[src/rtl/instr_sequencer_pkg.sv]
// Shared opcode constants, FSM state encoding and opcode classification
// for the accumulator CPU fetch/decode/issue sequencer.
// Opcodes are held in a normalized 6-bit form; 4-bit ops carry 2'b00 on top.
package instr_sequencer_pkg;

    typedef enum logic [1:0] {
        ST_FETCH     = 2'd0,
        ST_FETCH_IMM = 2'd1,
        ST_ISSUE     = 2'd2,
        ST_BRANCH    = 2'd3
    } state_t;

    // 4-bit ops, zero-extended to 6 bits
    localparam logic [5:0] OP_ADD    = 6'b000000;
    localparam logic [5:0] OP_SUB    = 6'b000001;
    localparam logic [5:0] OP_MUL    = 6'b000010;
    localparam logic [5:0] OP_MOV    = 6'b000100;
    localparam logic [5:0] OP_NOP    = 6'b000111;
    // 6-bit ops (bit 5 always set, so no overlap with the 4-bit space)
    localparam logic [5:0] OP_LD_IMM = 6'b100000;
    localparam logic [5:0] OP_CMP    = 6'b100011;
    localparam logic [5:0] OP_DEC    = 6'b100101;
    localparam logic [5:0] OP_INPUT  = 6'b100110;
    localparam logic [5:0] OP_OUTPUT = 6'b100111;
    localparam logic [5:0] OP_BRA    = 6'b101010;
    localparam logic [5:0] OP_BHI    = 6'b101100;
    localparam logic [5:0] OP_BEQ    = 6'b101101;

    typedef struct packed {
        logic legal;
        logic two_byte;
        logic branch;
    } op_class_t;

    // Classify a normalized opcode; undefined opcodes come back all-zero.
    function automatic op_class_t classify(input logic [5:0] op);
        op_class_t c;
        c = '0;
        case (op)
            OP_ADD, OP_SUB, OP_MUL, OP_MOV, OP_NOP,
            OP_DEC, OP_INPUT, OP_OUTPUT:  c.legal = 1'b1;
            OP_LD_IMM, OP_CMP:            c = '{legal: 1'b1, two_byte: 1'b1, branch: 1'b0};
            OP_BRA, OP_BHI, OP_BEQ:       c = '{legal: 1'b1, two_byte: 1'b1, branch: 1'b1};
            default:                      c = '0;
        endcase
        return c;
    endfunction

endpackage

[src/rtl/instr_sequencer_decoder.sv]
// Instruction byte decoder: splits a ROM byte into normalized opcode and register fields.
// Latency: purely combinational.
// Backpressure: none; the sequencer decides when the result is used.
module instr_decoder
    import instr_sequencer_pkg::*;
(
    input  logic [7:0] instr_byte,
    output logic [5:0] opcode,
    output logic [1:0] rd,
    output logic [1:0] rs,
    output logic       two_byte,
    output logic       branch,
    output logic       legal
);

    op_class_t op_class;

    // Bit 7 selects between the 4-bit two-register form and the 6-bit one-register form
    always_comb begin
        opcode = '0;
        rd     = '0;
        rs     = '0;
        if (instr_byte[7]) begin
            opcode = instr_byte[7:2];
            rd     = instr_byte[1:0];
        end else begin
            opcode = {2'b00, instr_byte[7:4]};
            rd     = instr_byte[3:2];
            rs     = instr_byte[1:0];
        end
        op_class = classify(opcode);
        two_byte = op_class.two_byte;
        branch   = op_class.branch;
        legal    = op_class.legal;
    end

endmodule

[src/rtl/instr_sequencer.sv]
// Fetch/decode/issue controller: fetches 1-2 byte instructions, resolves branches, issues micro-ops.
// Latency: 1-byte op 2 cycles, 2-byte op 3 cycles minimum, branch exactly 3 cycles.
// Backpressure: micro-op held stable in ISSUE until uop_ready; run=0 stalls only in FETCH.
module instr_sequencer
    import instr_sequencer_pkg::*;
#(
    parameter int                  ADDR_W   = 8,
    parameter logic [ADDR_W-1:0]   RESET_PC = '0,
    parameter int                  CNT_W    = 16
) (
    input  logic              clk,
    input  logic              reset,
    input  logic              run,
    output logic [ADDR_W-1:0] pc,
    input  logic [7:0]        instr_byte,
    output logic              uop_valid,
    input  logic              uop_ready,
    output logic [5:0]        uop_opcode,
    output logic [1:0]        uop_rd,
    output logic [1:0]        uop_rs,
    output logic [7:0]        uop_imm,
    input  logic              flag_z,
    input  logic              flag_hi,
    output logic              illegal,
    output logic [CNT_W-1:0]  retired
);

    state_t     state;
    logic [5:0] dec_opcode;
    logic [1:0] dec_rd;
    logic [1:0] dec_rs;
    logic       dec_two_byte;
    logic       dec_branch;
    logic       dec_legal;

    // First byte of a 2-byte op is parked here while the second byte is fetched
    logic [5:0] op_q;
    logic [1:0] rd_q;
    logic       branch_q;
    logic [7:0] imm_q;
    logic       taken;

    instr_decoder u_decoder (
        .instr_byte (instr_byte),
        .opcode     (dec_opcode),
        .rd         (dec_rd),
        .rs         (dec_rs),
        .two_byte   (dec_two_byte),
        .branch     (dec_branch),
        .legal      (dec_legal)
    );

    // Branch resolution; flags are only consulted while in BRANCH
    assign taken = (op_q == OP_BRA)
                 | ((op_q == OP_BHI) & flag_hi)
                 | ((op_q == OP_BEQ) & flag_z);

    // Sequencer FSM with registered PC, micro-op outputs, illegal pulse and retire counter
    always_ff @(posedge clk) begin
        if (!reset) begin
            state      <= ST_FETCH;
            pc         <= RESET_PC;
            uop_valid  <= 1'b0;
            uop_opcode <= '0;
            uop_rd     <= '0;
            uop_rs     <= '0;
            uop_imm    <= '0;
            illegal    <= 1'b0;
            retired    <= '0;
            op_q       <= '0;
            rd_q       <= '0;
            branch_q   <= 1'b0;
            imm_q      <= '0;
        end else begin
            illegal <= 1'b0;
            case (state)
                ST_FETCH: begin
                    if (run) begin
                        pc <= pc + ADDR_W'(1);
                        if (!dec_legal) begin
                            // Undefined byte is skipped without retiring
                            illegal <= 1'b1;
                        end else if (dec_two_byte) begin
                            op_q     <= dec_opcode;
                            rd_q     <= dec_rd;
                            branch_q <= dec_branch;
                            state    <= ST_FETCH_IMM;
                        end else begin
                            uop_opcode <= dec_opcode;
                            uop_rd     <= dec_rd;
                            uop_rs     <= dec_rs;
                            uop_imm    <= '0;
                            uop_valid  <= 1'b1;
                            state      <= ST_ISSUE;
                        end
                    end
                end
                ST_FETCH_IMM: begin
                    pc    <= pc + ADDR_W'(1);
                    imm_q <= instr_byte;
                    if (branch_q) begin
                        state <= ST_BRANCH;
                    end else begin
                        uop_opcode <= op_q;
                        uop_rd     <= rd_q;
                        uop_rs     <= '0;
                        uop_imm    <= instr_byte;
                        uop_valid  <= 1'b1;
                        state      <= ST_ISSUE;
                    end
                end
                ST_ISSUE: begin
                    if (uop_ready) begin
                        uop_valid <= 1'b0;
                        retired   <= retired + CNT_W'(1);
                        state     <= ST_FETCH;
                    end
                end
                ST_BRANCH: begin
                    if (taken) begin
                        pc <= ADDR_W'(imm_q);
                    end
                    retired <= retired + CNT_W'(1);
                    state   <= ST_FETCH;
                end
                default: state <= ST_FETCH;
            endcase
        end
    end

endmodule

[config.mk]
export PLATFORM = sky130hd
export DESIGN_NAME = instr_sequencer
export DESIGN_NICKNAME = d
export VERILOG_FILES = /design/src/rtl/instr_sequencer_pkg.sv /design/src/rtl/instr_sequencer_decoder.sv /design/src/rtl/instr_sequencer.sv
export SDC_FILE = /design/constraint.sdc
export NUM_CORES = 1
export LEC_CHECK = 0
export BUFFER_PORTS_ARGS = -buffer_cell sky130_fd_sc_hd__buf_2
export CORE_UTILIZATION = 35
export CTS_BUF_LIST = sky130_fd_sc_hd__clkbuf_8
export DETAILED_ROUTE_END_ITERATION = 12
export GPL_TIMING_DRIVEN = 0
export MAX_ROUTING_LAYER = met4
export SLEW_MARGIN = 30
export SYNTH_ARGS = -nofsm -noshare
export SYNTH_HDL_FRONTEND = slang
export SYNTH_SLANG_ARGS = --single-unit
[constraint.sdc]
create_clock -name clk -period 2.1 [get_ports clk]
set_input_delay 0 -clock clk [delete_from_list [all_inputs] [get_ports clk]]
set_output_delay 0 -clock clk [all_outputs]
set_load 0.05 [all_outputs]
==> impl_metrics.ini <==
[global_route]
use_met1 = 0.2525
overflow = 0
met3_usage = 0.04152
grt_most_used_layer = met2
antenna_found_initial = 0
met2_usage = 0.2958
grt_pass1_wl_um = 14250
grt_use_total = 0.1942
grt_max_degree = 12
grt_pass1_vias = 2866

[job]
drv_cap = 0

[place]
place.gp.congestion = 0.8238
io_buffers = 55
dp.cells = 565
dpl.hpwl_um = 6272
dpl_worst_slack_ns = 0.2692

[pwr]
power_density_nw_per_um2 = 811.1
p_int_mw = 2.181
p_sw_mw = 0.9905
peakVddDrop_uv = 355.1
swShare = 0.3123
p_leak_nw = 1.570
seqPwrFrac = 0.410
pwr-share-comb = 0.205
pwr-share-clk = 0.385
power.total_mw = 3.171

[worst_hold_path]
hold_path.startpoint = run
hold_depth = 2
worst_hold_path.endpoint = illegal
hold_path_class = input pin to flip-flop

[worst_setup_path]
reg2reg_depth = 6
timing.critical_path.buf_inv = 3
reg2reg_setup_slack_ns = 0.19
cp.depth = 8
end_kind = flip-flop
slowest_stage = dlygate4sd3_1
setup.worst_path.start = instr_byte[2]
crit_top_cell = buf_6
critical-path-top-delay-family = buffers and inverters
critPathMaxStageDelay_ns = 0.55
critical_path_required_ns = 2.34
setup.worst_path.class = input pin to flip-flop
critical_path.cell_chain = dlygate4sd3_1 > buf_6 > or3b_1 > a311oi_2 > o2111ai_2 > buf_6 > nand3_2 > o21ai_2
arrival_ns = 2.16
startpoint_type = input pin
reg2reg_from = state[0]
crit_fanout = 10
r2r_end = retired[13]

[timing]
min_period_ns = 1.923
finalSetupTns_ns = 0
relSlewSlack = 0.5644
finalCritPeriodShare = 0.9155
fin_skew_ns = 0.008480
whs_ns = 0.02158
maxSlewViolCount = 0
setup_violations = 0
hold_viol = 0
rsz0062_at_grt = no
worstMarginPinSlew_ns = 0.6533
max_freq_ghz = 0.5202
setup_ws_ns = 0.1775

[logic_synthesis]
synthFlopType = dfxtp_1
syn-cell-area_um2 = 3228
async_flop_share = 0
syn_area_per_cell_um2 = 8.030
syn_inst = 402
ys_warn_count = 0
ys_types = 59
synth_edf_count = 0
synth-seq-area-share = 0.3907
ys_ff_latch = 63
synth_nets = 418

[drt]
drt-initial-drc-count = 162
viasPerCell = 5.263
drc = 1
drt-wirelength-per-cell_um = 15.00
drtPass1Iterations = 8
vias = 3079
ant_nets = 0
wl_um = 8775

[run_status]
violations = design-rule violations
status = finished, violations left

[floorplanning]
placementRows = 34
chipHeight_um = 98.04
start_util = 0.3666
die-area_um2 = 9611
die_width_um = 98.04
core_um2 = 8806
io_pins = 58

[clock_tree]
cts.htree.levels = 3
postCtsSetupRepairBufs = 0
clk_latency_ns = 0.34
cts_tree = built
clk_pin_slew_ns = 0.07
cts-root-buf = clkbuf_8
cts_buffers = 9
clockBufferDepth = 2
ctsResizeCount = 0
clock_sinks = 63

[layout]
fin_nets = 488
insertedDiodeCount = 0
area_growth_pct = 21.12
drive_gt1_frac = 0.2327
final_cells = 585
-- metrics by stage --
step,util,cell area [um2]
final,0.4440,3910
after global routing,0.4440,3910
after CTS,0.4440,3910
after detailed placement,0.4132,3638
after global placement,0.4132,3638
after floorplan,-,3228
-- logic make-up (layout without fill, tap and decap cells) --
group                    after synthesis  in the layout  share of synthesized area
adder cells (fa/ha/maj)                3              3                    0.01085
multiplexers                           8              8                    0.02713
buffers and inverters                 38            113                    0.06783
AO/OA/AOI/OAI                         94             94                     0.1891
flip-flops                            63             63                     0.3907
XOR/XNOR                              17             17                    0.04613
AND/OR/NAND/NOR                      179            179                     0.2682
-- how the worst max path moves through the flow --
stage / end / slack [ns]
CTS: rd_q[0] / 0.17
global route: retired[13] / 0.08
floorplan: retired[10] / 0.24
detailed placement: retired[13] / 0.27
finish: rd_q[0] / 0.18
global placement: uop_opcode[5] / 0.29
-- worst reg2reg max path: cells and delay by family (launching register included) --
family / cells / cell delay, ns
buf+inv: 1 / 0.25
compound gates: 1 / 0.17
xor+xnor: 1 / 0.18
simple gates: 3 / 0.80
flops: 1 / 0.39
-- synthesized netlist by cell type (3+ instances only) --
| cell type | count | area share |
|---|---|---|
| a21oi_1 | 32 | 0.050 |
| a311oi_1 | 3 | 0.0081 |
| a31oi_1 | 3 | 0.0058 |
| and2_1 | 6 | 0.012 |
| and3_1 | 8 | 0.016 |
| buf_2 | 6 | 0.0093 |
| buf_6 | 4 | 0.014 |
| clkbuf_1 | 15 | 0.017 |
| clkbuf_8 | 3 | 0.013 |
| dfxtp_1 | 63 | 0.39 |
| inv_1 | 8 | 0.0093 |
| mux2_2 | 6 | 0.021 |
| nand2_1 | 72 | 0.084 |
| nand2b_1 | 5 | 0.0097 |
| nand3_1 | 15 | 0.023 |
| nand3_2 | 4 | 0.012 |
| nand4_1 | 12 | 0.023 |
| nor2_1 | 36 | 0.042 |
| nor3_1 | 6 | 0.0093 |
| o211ai_1 | 4 | 0.0093 |
| o21ai_0 | 22 | 0.034 |
| o21ai_2 | 5 | 0.014 |
| o31ai_1 | 3 | 0.0070 |
| xnor2_1 | 9 | 0.024 |
| xor2_1 | 8 | 0.022 |
-- placed cells by master, fill, tap and decap left out, types with 3 or more instances in the layout --
cell type      Yosys  routed
nand2_1           72      72
dfxtp_1           63      63
buf_2              6      61
nor2_1            36      36
a21oi_1           32      32
o21ai_0           22      22
clkbuf_1          15      15
nand3_1           15      15
clkbuf_8           3      14
nand4_1           12      12
xnor2_1            9       9
inv_1              8       8
and3_1             8       8
xor2_1             8       8
nor3_1             6       6
and2_1             6       6
mux2_2             6       6
nand2b_1           5       5
o21ai_2            5       5
o211ai_1           4       4
buf_6              4       4
nand3_2            4       4
dlygate4sd3_1      0       4
o31ai_1            3       3
a31oi_1            3       3
a311oi_1           3       3
-- power by group through the flow --
| stage | sequential [mW] | combinational [mW] | clock (mW) |
|---|---|---|---|
| after floorplan | 1.47 | 0.329 | 0 |
| after global placement | 1.33 | 0.632 | 0 |
| after detailed placement | 1.33 | 0.639 | 0 |
| after CTS | 1.30 | 0.648 | 1.24 |
| after global routing | 1.31 | 0.699 | 1.30 |
| final | 1.30 | 0.650 | 1.22 |
-- per-layer routing --
metal  wire length (um)  vias up
met5                  0        -
met4                130        0
met3                461       11
met2               3998       73
met1               4184     1444
li1                   -     1551
-- sequential cells by signal, indices dropped and copies added (netlist names), 6 cells and up --
| signal | cells |
|---|---|
| retired | 16 |
| imm_q | 8 |
| op_q | 6 |
| pc | 8 |
| uop_imm | 8 |
| uop_opcode | 6 |
-- area by class of cell --
type | instances | area [um2]
timing repair buffer | 59 | 315.3
clock buffer | 11 | 151.4
fill | 918 | 4896
tap | 108 | 135.1
inverter | 8 | 30.03
sequential | 63 | 1261
clock inverter | 5 | 80.08
multi-input combinational | 301 | 1748
buffer | 30 | 188.9
-- what timing repair did --
item                                    CTS  global route
endpoints found under the setup margin    0             0
endpoints found under the hold margin    10             0
hold buffers                              4             0
Power figures use the tool's default switching activity.
